<file path="src/rtl/sprite_fetch_arbiter.sv">
// Shares the sprite ROM between the ghost and Pac-Man engines, prefetching one
// 32-pixel row per hit sprite into its line buffer during horizontal blanking.
//
// state   | meaning
// IDLE    | waiting for line_start; inputs snapshotted when it arrives
// CHECK   | row/sprite intersection test, hit flags and X latched
// FETCH_G | 32 ghost ROM reads, one per cycle
// FETCH_P | 32 Pac-Man ROM reads, addressing set by orientation
// FLUSH   | last ROM word written to the buffer
// DONE    | one-cycle completion pulse
module sprite_fetch_arbiter #(
  parameter int SPR        = 32,
  parameter int GHOST_BASE = 1024
) (
  input  logic        clk,
  input  logic        rst,
  input  logic        line_start,
  input  logic [8:0]  next_row,
  input  logic [9:0]  PacX,
  input  logic [8:0]  PacY,
  input  logic [9:0]  GhostX,
  input  logic [8:0]  GhostY,
  input  logic [1:0]  state,
  output logic [10:0] rom_addr,
  input  logic [11:0] rom_data,
  output logic        lb_we,
  output logic        lb_sel,
  output logic [4:0]  lb_idx,
  output logic [11:0] lb_data,
  output logic        ghost_hit,
  output logic        pac_hit,
  output logic [9:0]  ghost_x,
  output logic [9:0]  pac_x,
  output logic        busy,
  output logic        done,
  output logic        overrun
);

  typedef enum logic [2:0] {IDLE, CHECK, FETCH_G, FETCH_P, FLUSH, DONE} fsm_t;

  fsm_t        cur_st, nxt_st;
  logic [8:0]  row_q, pac_y_q, ghost_y_q;
  logic [9:0]  pac_x_q, ghost_x_q;
  logic [1:0]  orient_q;
  logic [4:0]  cnt, cnt_n;
  logic [4:0]  dy_g, dy_p;
  logic        g_hit_c, p_hit_c;
  logic [10:0] addr_n;
  logic        issue_q, issue_sel_q;
  logic [4:0]  issue_idx_q;
  logic        issue_n, sel_n;

  // 10-bit compare so that Y+32 near the bottom of the frame cannot wrap
  assign g_hit_c = ({1'b0, row_q} >= {1'b0, ghost_y_q}) &&
                   ({1'b0, row_q} <  ({1'b0, ghost_y_q} + 10'(SPR)));
  assign p_hit_c = ({1'b0, row_q} >= {1'b0, pac_y_q}) &&
                   ({1'b0, row_q} <  ({1'b0, pac_y_q} + 10'(SPR)));

  // Only the low five bits of row - Y matter once the row is known to hit
  assign dy_g = row_q[4:0] - ghost_y_q[4:0];
  assign dy_p = row_q[4:0] - pac_y_q[4:0];

  assign lb_data = rom_data;
  assign overrun = line_start & busy;

  always_comb begin
    nxt_st = cur_st;
    cnt_n  = cnt;
    case (cur_st)
      IDLE:    if (line_start) nxt_st = CHECK;
      CHECK: begin
        cnt_n = 5'd0;
        if (g_hit_c)      nxt_st = FETCH_G;
        else if (p_hit_c) nxt_st = FETCH_P;
        else              nxt_st = DONE;
      end
      FETCH_G: begin
        cnt_n = cnt + 5'd1;
        if (cnt == 5'd31) nxt_st = pac_hit ? FETCH_P : FLUSH;
      end
      FETCH_P: begin
        cnt_n = cnt + 5'd1;
        if (cnt == 5'd31) nxt_st = FLUSH;
      end
      FLUSH:   nxt_st = DONE;
      DONE:    nxt_st = IDLE;
      default: nxt_st = IDLE;
    endcase
  end

  // Address for the cycle being entered, so rom_addr can be a plain register
  always_comb begin
    addr_n  = rom_addr;
    issue_n = 1'b0;
    sel_n   = 1'b0;
    if (nxt_st == FETCH_G) begin
      issue_n = 1'b1;
      sel_n   = 1'b1;
      addr_n  = 11'(GHOST_BASE) + {1'b0, dy_g, cnt_n};
    end else if (nxt_st == FETCH_P) begin
      issue_n = 1'b1;
      case (orient_q)
        2'b00:   addr_n = {1'b0, cnt_n, dy_p};
        2'b01:   addr_n = {1'b0, cnt_n, ~dy_p};
        2'b10:   addr_n = {1'b0, dy_p, cnt_n};
        default: addr_n = {1'b0, dy_p, ~cnt_n};
      endcase
    end
  end

  always_ff @(posedge clk or posedge rst) begin
    if (rst) begin
      cur_st      <= IDLE;
      cnt         <= 5'd0;
      row_q       <= 9'd0;
      pac_y_q     <= 9'd0;
      ghost_y_q   <= 9'd0;
      pac_x_q     <= 10'd0;
      ghost_x_q   <= 10'd0;
      orient_q    <= 2'd0;
      rom_addr    <= 11'd0;
      issue_q     <= 1'b0;
      issue_sel_q <= 1'b0;
      issue_idx_q <= 5'd0;
      lb_we       <= 1'b0;
      lb_sel      <= 1'b0;
      lb_idx      <= 5'd0;
      ghost_hit   <= 1'b0;
      pac_hit     <= 1'b0;
      ghost_x     <= 10'd0;
      pac_x       <= 10'd0;
      busy        <= 1'b0;
      done        <= 1'b0;
    end else begin
      cur_st      <= nxt_st;
      cnt         <= cnt_n;
      rom_addr    <= addr_n;
      issue_q     <= issue_n;
      issue_sel_q <= sel_n;
      issue_idx_q <= cnt_n;
      lb_we       <= issue_q;
      lb_sel      <= issue_sel_q;
      lb_idx      <= issue_idx_q;
      busy        <= (nxt_st != IDLE);
      done        <= (nxt_st == DONE);
      if (cur_st == IDLE && line_start) begin
        row_q     <= next_row;
        pac_y_q   <= PacY;
        ghost_y_q <= GhostY;
        pac_x_q   <= PacX;
        ghost_x_q <= GhostX;
        orient_q  <= state;
      end
      if (cur_st == CHECK) begin
        ghost_hit <= g_hit_c;
        pac_hit   <= p_hit_c;
        ghost_x   <= ghost_x_q;
        pac_x     <= pac_x_q;
      end
    end
  end

endmodule

</file>
<file path="config.mk">
export PLATFORM = sky130hd
export DESIGN_NAME = sprite_fetch_arbiter
export DESIGN_NICKNAME = d
export VERILOG_FILES = /design/src/rtl/sprite_fetch_arbiter.sv
export SDC_FILE = /design/constraint.sdc
export NUM_CORES = 1
export LEC_CHECK = 0
export BUFFER_PORTS_ARGS = -buffer_cell sky130_fd_sc_hd__buf_2
export CAP_MARGIN = 20
export CORE_MARGIN = 1.5
export CORE_UTILIZATION = 55
export CTS_CLUSTER_SIZE = 25
export DETAILED_ROUTE_END_ITERATION = 10
export PLACE_DENSITY_LB_ADDON = 0.08
export SETUP_SLACK_MARGIN = 0.02
export SLEW_MARGIN = 10
export SYNTH_ARGS = -nofsm -noshare
export SYNTH_HDL_FRONTEND = slang
export SYNTH_SLANG_ARGS = --single-unit
</file>
<file path="constraint.sdc">
create_clock -name clk -period 5.87 [get_ports clk]
set_input_delay 1.174 -clock clk [delete_from_list [all_inputs] [get_ports clk]]
set_output_delay 1.174 -clock clk [all_outputs]
set_load 0.05 [all_outputs]
</file>
# [Word level (Yosys, flattened, before mapping)]
# Index checks and enable logic that the tools add are counted.
[word_totals] reg_bits=101
[op_classes] bitwise=3 reduce_logical=8 magnitude_cmp=4 mux=14 eq_ne=10 add_sub_neg=6
[op_table] cell="$pmux 10 s3" n=1
[op_table] cell="$mux 11" n=2
[op_table] cell="$add 9x6->10 const B" n=2
[op_table] cell="$lt 9x10->1" n=2
[op_table] cell="$ge 9x9->1" n=2
[op_table] cell="$mux 3" n=6
[op_table] cell="$pmux 3 s5" n=1
[op_table] cell="$eq 3x2->1 const B" n=4
[op_table] cell="$add 11x10->11 const A" n=1
[op_table] cell="$not 5->5" n=2
[op_table] cell="$pmux 5 s2" n=1
[op_table] cell="$sub 5x5->5" n=2
[op_table] cell="$eq 3x3->1 const B" n=2
[op_table] cell="$add 5x1->5 const B" n=1
[op_table] cell="$eq 5x5->1 const B" n=1
[op_table] cell="$eq 3x1->1 const B" n=1
[op_table] cell="$logic_and 1x1->1" n=3
[op_table] cell="$logic_not 3->1" n=1
[op_table] cell="$mux 1" n=3
[op_table] cell="$reduce_bool 3->1" n=1
[op_table] cell="$eq 2x1->1 const B" n=1
[op_table] cell="$eq 2x2->1 const B" n=1
[op_table] cell="$logic_not 2->1" n=1
[op_table] cell="$reduce_bool 2->1" n=1
[op_table] cell="other kinds (2)" n=2

# [Longest topological paths before layout]
[depth] depth_word=9 mapped_depth=12 ltp_nobuf=11

# [Least setup slack after synthesis]
# No wires, ideal clock.
[synth_timing] path_kind="in2out" start="input line_start" end="output overrun" path_stages=1 t_required_ps=4696 arrival_ps=1581 setup_slack_ps=3115 n_path_buf=0 path_cell_list="and2_1"
[synth_via] elab_chain_len=1
[synth_rtl] item="start, declared" line_no="17" text="input logic line_start,"
[synth_rtl] item="$and 1x1->1" line_no="64" text="assign overrun = line_start & busy;"
[synth_rtl] item="end, declared" line_no="36" text="output logic overrun"
# Every way passes these cells.

# [Worst setup path after layout]
[layout_timing] start="register row_q[5]" end="register rom_addr[5]"
[layout_via] elab_chain_len=7 word_cells_on_any_way=13 classes_between="order compare: 4; eq/ne: 2; mux: 4; reduce/logical: 3"
[layout_rtl] item="start, declared" line_no="42" text="logic [8:0] row_q, pac_y_q, ghost_y_q;"
[layout_rtl] item="start signal, assigned" line_no="147" text="row_q <= next_row;"
[layout_rtl] item="$lt 9x10->1 or $ge 9x9->1 (tied branches)" line_no="57, 56"
[layout_rtl] item="$logic_and 1x1->1" line_no="56" text="assign p_hit_c = ({1'b0, row_q} >= {1'b0, pac_y_q}) &&"
[layout_rtl] item="$mux 3" line_no="74" text="else if (p_hit_c) nxt_st = FETCH_P;"
[layout_rtl] item="$mux 3 (*)" line_no="73" text="if (g_hit_c) nxt_st = FETCH_G;"
[layout_rtl] item="$pmux 3 s5 (*)" line_no="69" text="case (cur_st)"
[layout_rtl] item="$eq 3x2->1, on equally long branches" line_no="96, 100"
[layout_rtl] item="$mux 11 or $reduce_bool 2->1 (tied branches)"
[layout_rtl] item="end signal, assigned" line_no="137" text="rom_addr <= addr_n;"
[layout_rtl] item="end, declared" line_no="24" text="output logic [10:0] rom_addr,"
# Mark *: on every way between the ends. The rest lies on a longest branch, timed or not.
# A chain may end at the register's enable or synchronous reset.

==> results.toml <==
[cts]
clock_insertion_delay_worst_skew_ps = 360
cts.htree.levels = 3
numClockSinks = 101
cts_buffer_depth = 2
cts_buffers = 9
post_cts_hold_buffer_count = 0
post_cts_buffers = 0
clk_root_buffer_cell = "sky130_fd_sc_hd__clkbuf_8"
tritoncts = "built"
post_cts_resize_count = 0
cts.clk_slew.worst_paths_ps = 100

[floorplanning]
design.portCount = 119
floorplan.initialDensity_pct = 57.23
die-area_sq_mm = 0.009747
die_width_um = 98.73
coreArea_sq_mm = 0.008806
die_h_um = 98.73
rows = 34

[critical_path]
crit_slowest_cell = "sky130_fd_sc_hd__a22oi_4"
worst_setup_path_startpoint = "row_q[5]"
regToRegSetupSlack_ps = 2880
worst_setup_path_start_kind = "register"
arrival_time_at_the_worst_endpoint_ps = 3240
crit_chain = "ha_1 > and4_1 > a221oi_1 > o21ai_0 > o22ai_1 > nand2_1 > a22oi_4 > mux2_2"
critPathCaptureType = "register"
required_ps = 6110
reg2reg_from = "row_q[5]"
setup.worst_path.class = "register to register"
cp_max_fo = 15
worst_path_largest_cell_delay_ps = 500

[grt]
grt_max_degree = 74
grt_total_ovfl = 0
met1_usage_pct = 30.75
grt.met3_usage_pct = 3.688
antenna_found_initial = 0
groute.usage.overall_pct = 22.41
busiest_layer = "met2"
globalRouteMet2Util_pct = 37.02
grt_pass1_wl_mm = 17.28
first_global_vias = 3599

[layout]
diodes = 0
final.fill_count = 729
final_nets = 647
syn_to_final_growth_pct = 13.56
post_layout_nonfiller_instances = 664
sequential_cell_area_in_the_final_layout_sq_mm = 0.002527
drive_above_1_share_pct = 30.04
area_taken_by_multi_input_logic_gates_sq_mm = 0.002220

[yosys]
mappedNetlistNets = 569
mappedNetlistArea_sq_mm = 0.005040
yosys-top-cells-area = "sky130_fd_sc_hd__dfrtp_1 (50%), sky130_fd_sc_hd__mux2_2 (9.4%), sky130_fd_sc_hd__ha_1 (7.4%)"
synth-main-ff-cell = "sky130_fd_sc_hd__dfrtp_1"
synth.largest_area_cell = "sky130_fd_sc_hd__dfrtp_1"
postSynth.asyncResetShare_pct = 100.0
synthDistinctLibCells = 49
yosys_warnings = 0
ys_seq_area_share_pct = 50.15
avgSynthCellArea_sq_um = 10.66
synth_largest_type_area_fraction_pct = 50.15
synth_edf_count = 0
synth.most_common_cell = "sky130_fd_sc_hd__dfrtp_1"
ys_seq_elements = 101
syn-instance-count = 473
netlist_top_cells_count = "sky130_fd_sc_hd__dfrtp_1 (101), sky130_fd_sc_hd__nand2_1 (95), sky130_fd_sc_hd__mux2_2 (42), sky130_fd_sc_hd__o21ai_0 (34), sky130_fd_sc_hd__inv_1 (33)"

[sta]
report.final.hold_viol_count = 0
fmax_ghz = 0.3342
final.setup_skew_ps = 12.86
setup_total_negative_slack_ps = 0
tightest_slew_ps = 915.3
timing.slew.headroom_pct = 38.98
grt_setup_unrepaired = "false"
setup_viol = 0
post-route-period-util_pct = 50.98
final_critical_path_required_period_ps = 2992
report.final.slew_viol_count = 0

[drt]
num_vias = 3558
drt_pass1_iterations = 10
drt-initial-drc-count = 131
route.detailed.drc = 8
ant_nets = 0
routed_wire_length_per_instance_um = 15.15
wirelength_mm = 10.06
via_per_inst = 5.358

[placed_design]
post_detailed_placement_half_perimeter_wirelength_mm = 7.330
placement.io_buffers = 94
gp_routability_congestion = 0.8285
numPlacedInstances = 648

[hold_path]
hold_path.startpoint = "issue_q"
holdCritPathClass = "register to register"

[outcome]
violations = "design-rule violations"
outcome = "finished with violations"

[job]
timing.max_cap.violations = 0
==> worst max-delay path: cells and delay by family (launching register included) <==
| kind | cells | cell delay [ps] |
|---|---|---|
| AOI/OAI and AO/OA | 4 | 1270 |
| adders and majority gates | 1 | 350 |
| muxes | 1 | 390 |
| and+or+nand+nor | 2 | 410 |
| DFF | 1 | 450 |
==> final timing paths <==
check / to / cells after the start
worst min-delay path: lb_we / 0
worst max register to register: rom_addr[5] / 8
worst min register to register: lb_we / 0
max in group asynchronous: issue_idx_q[1] / 3
min in group asynchronous: ghost_x_q[3] / 2
worst max-delay path: rom_addr[5] / 8
==> per-layer routing <==
| metal | share of wire (%) | routed length, um |
|---|---|---|
| met3 | 3.7 | 371 |
| met1 | 47 | 4693 |
| met5 | 0 | 0 |
| met4 | 1.1 | 108 |
| met2 | 49 | 4884 |
==> sequential cells by signal, summed over array words and instances (netlist names), 5 cells and up <==
register	count
rom_addr	11
ghost_y_q	9
row_q	9
pac_y_q	9
pac_x_q	10
ghost_x_q	10
issue_idx_q	5
pac_x	10
lb_idx	5
ghost_x	10
==> metrics by stage <==
stage / utilization (%) / instance area (sq um) / hold WS (ps) / setup slack, ps
floorplan: - / 5040 / 331.2 / 2049
global placement: 62.63 / 5515 / 335.3 / 3061
detailed placement: 62.63 / 5515 / 338.7 / 2960
CTS: 64.99 / 5723 / 361.5 / 2921
global route: 64.99 / 5723 / 370.4 / 2735
finish: 64.99 / 5723 / 359.0 / 2878
==> cell families (layout without fill, tap and decap cells) <==
family	after synthesis	after routing	share of synthesized area (%)
AOI/OAI and AO/OA	71	71	8.814
xor gates and xnor gates	14	14	2.433
adders and majority gates	32	32	8.242
buffers and inverters	65	148	6.033
DFF	101	101	50.15
muxes	57	57	12.46
and+or+nand+nor	133	133	11.87
==> area by class of cell <==
class                   count  share of cell area, %
multi-input cells         307                  38.78
clock buffers              10                  2.230
well taps                 108                  2.361
flip-flops and latches    101                  44.16
repair buffers             98                  8.745
clock inverters             6                  1.399
inverters                  34                  2.317
==> layout by cell type (no fill, tap or decap), drive strengths merged, types with 2 or more instances in the layout <==
cell,instances
a21o,3
a21oi,17
a22oi,2
and2,2
buf,98
clkbuf,10
clkinv,2
dfrtp,101
fa,2
ha,30
inv,36
mux2,43
mux2i,14
nand2,95
nand2b,2
nand3,7
nand4,2
nor2,8
nor2b,6
nor3,2
nor3b,2
o21a,2
o21ai,34
o22ai,3
o31a,2
xnor2,11
xor2,3
Power is left out: the tool's default activity adds up to more than one toggle a clock period on the data nets, which glitch-free logic cannot reach.
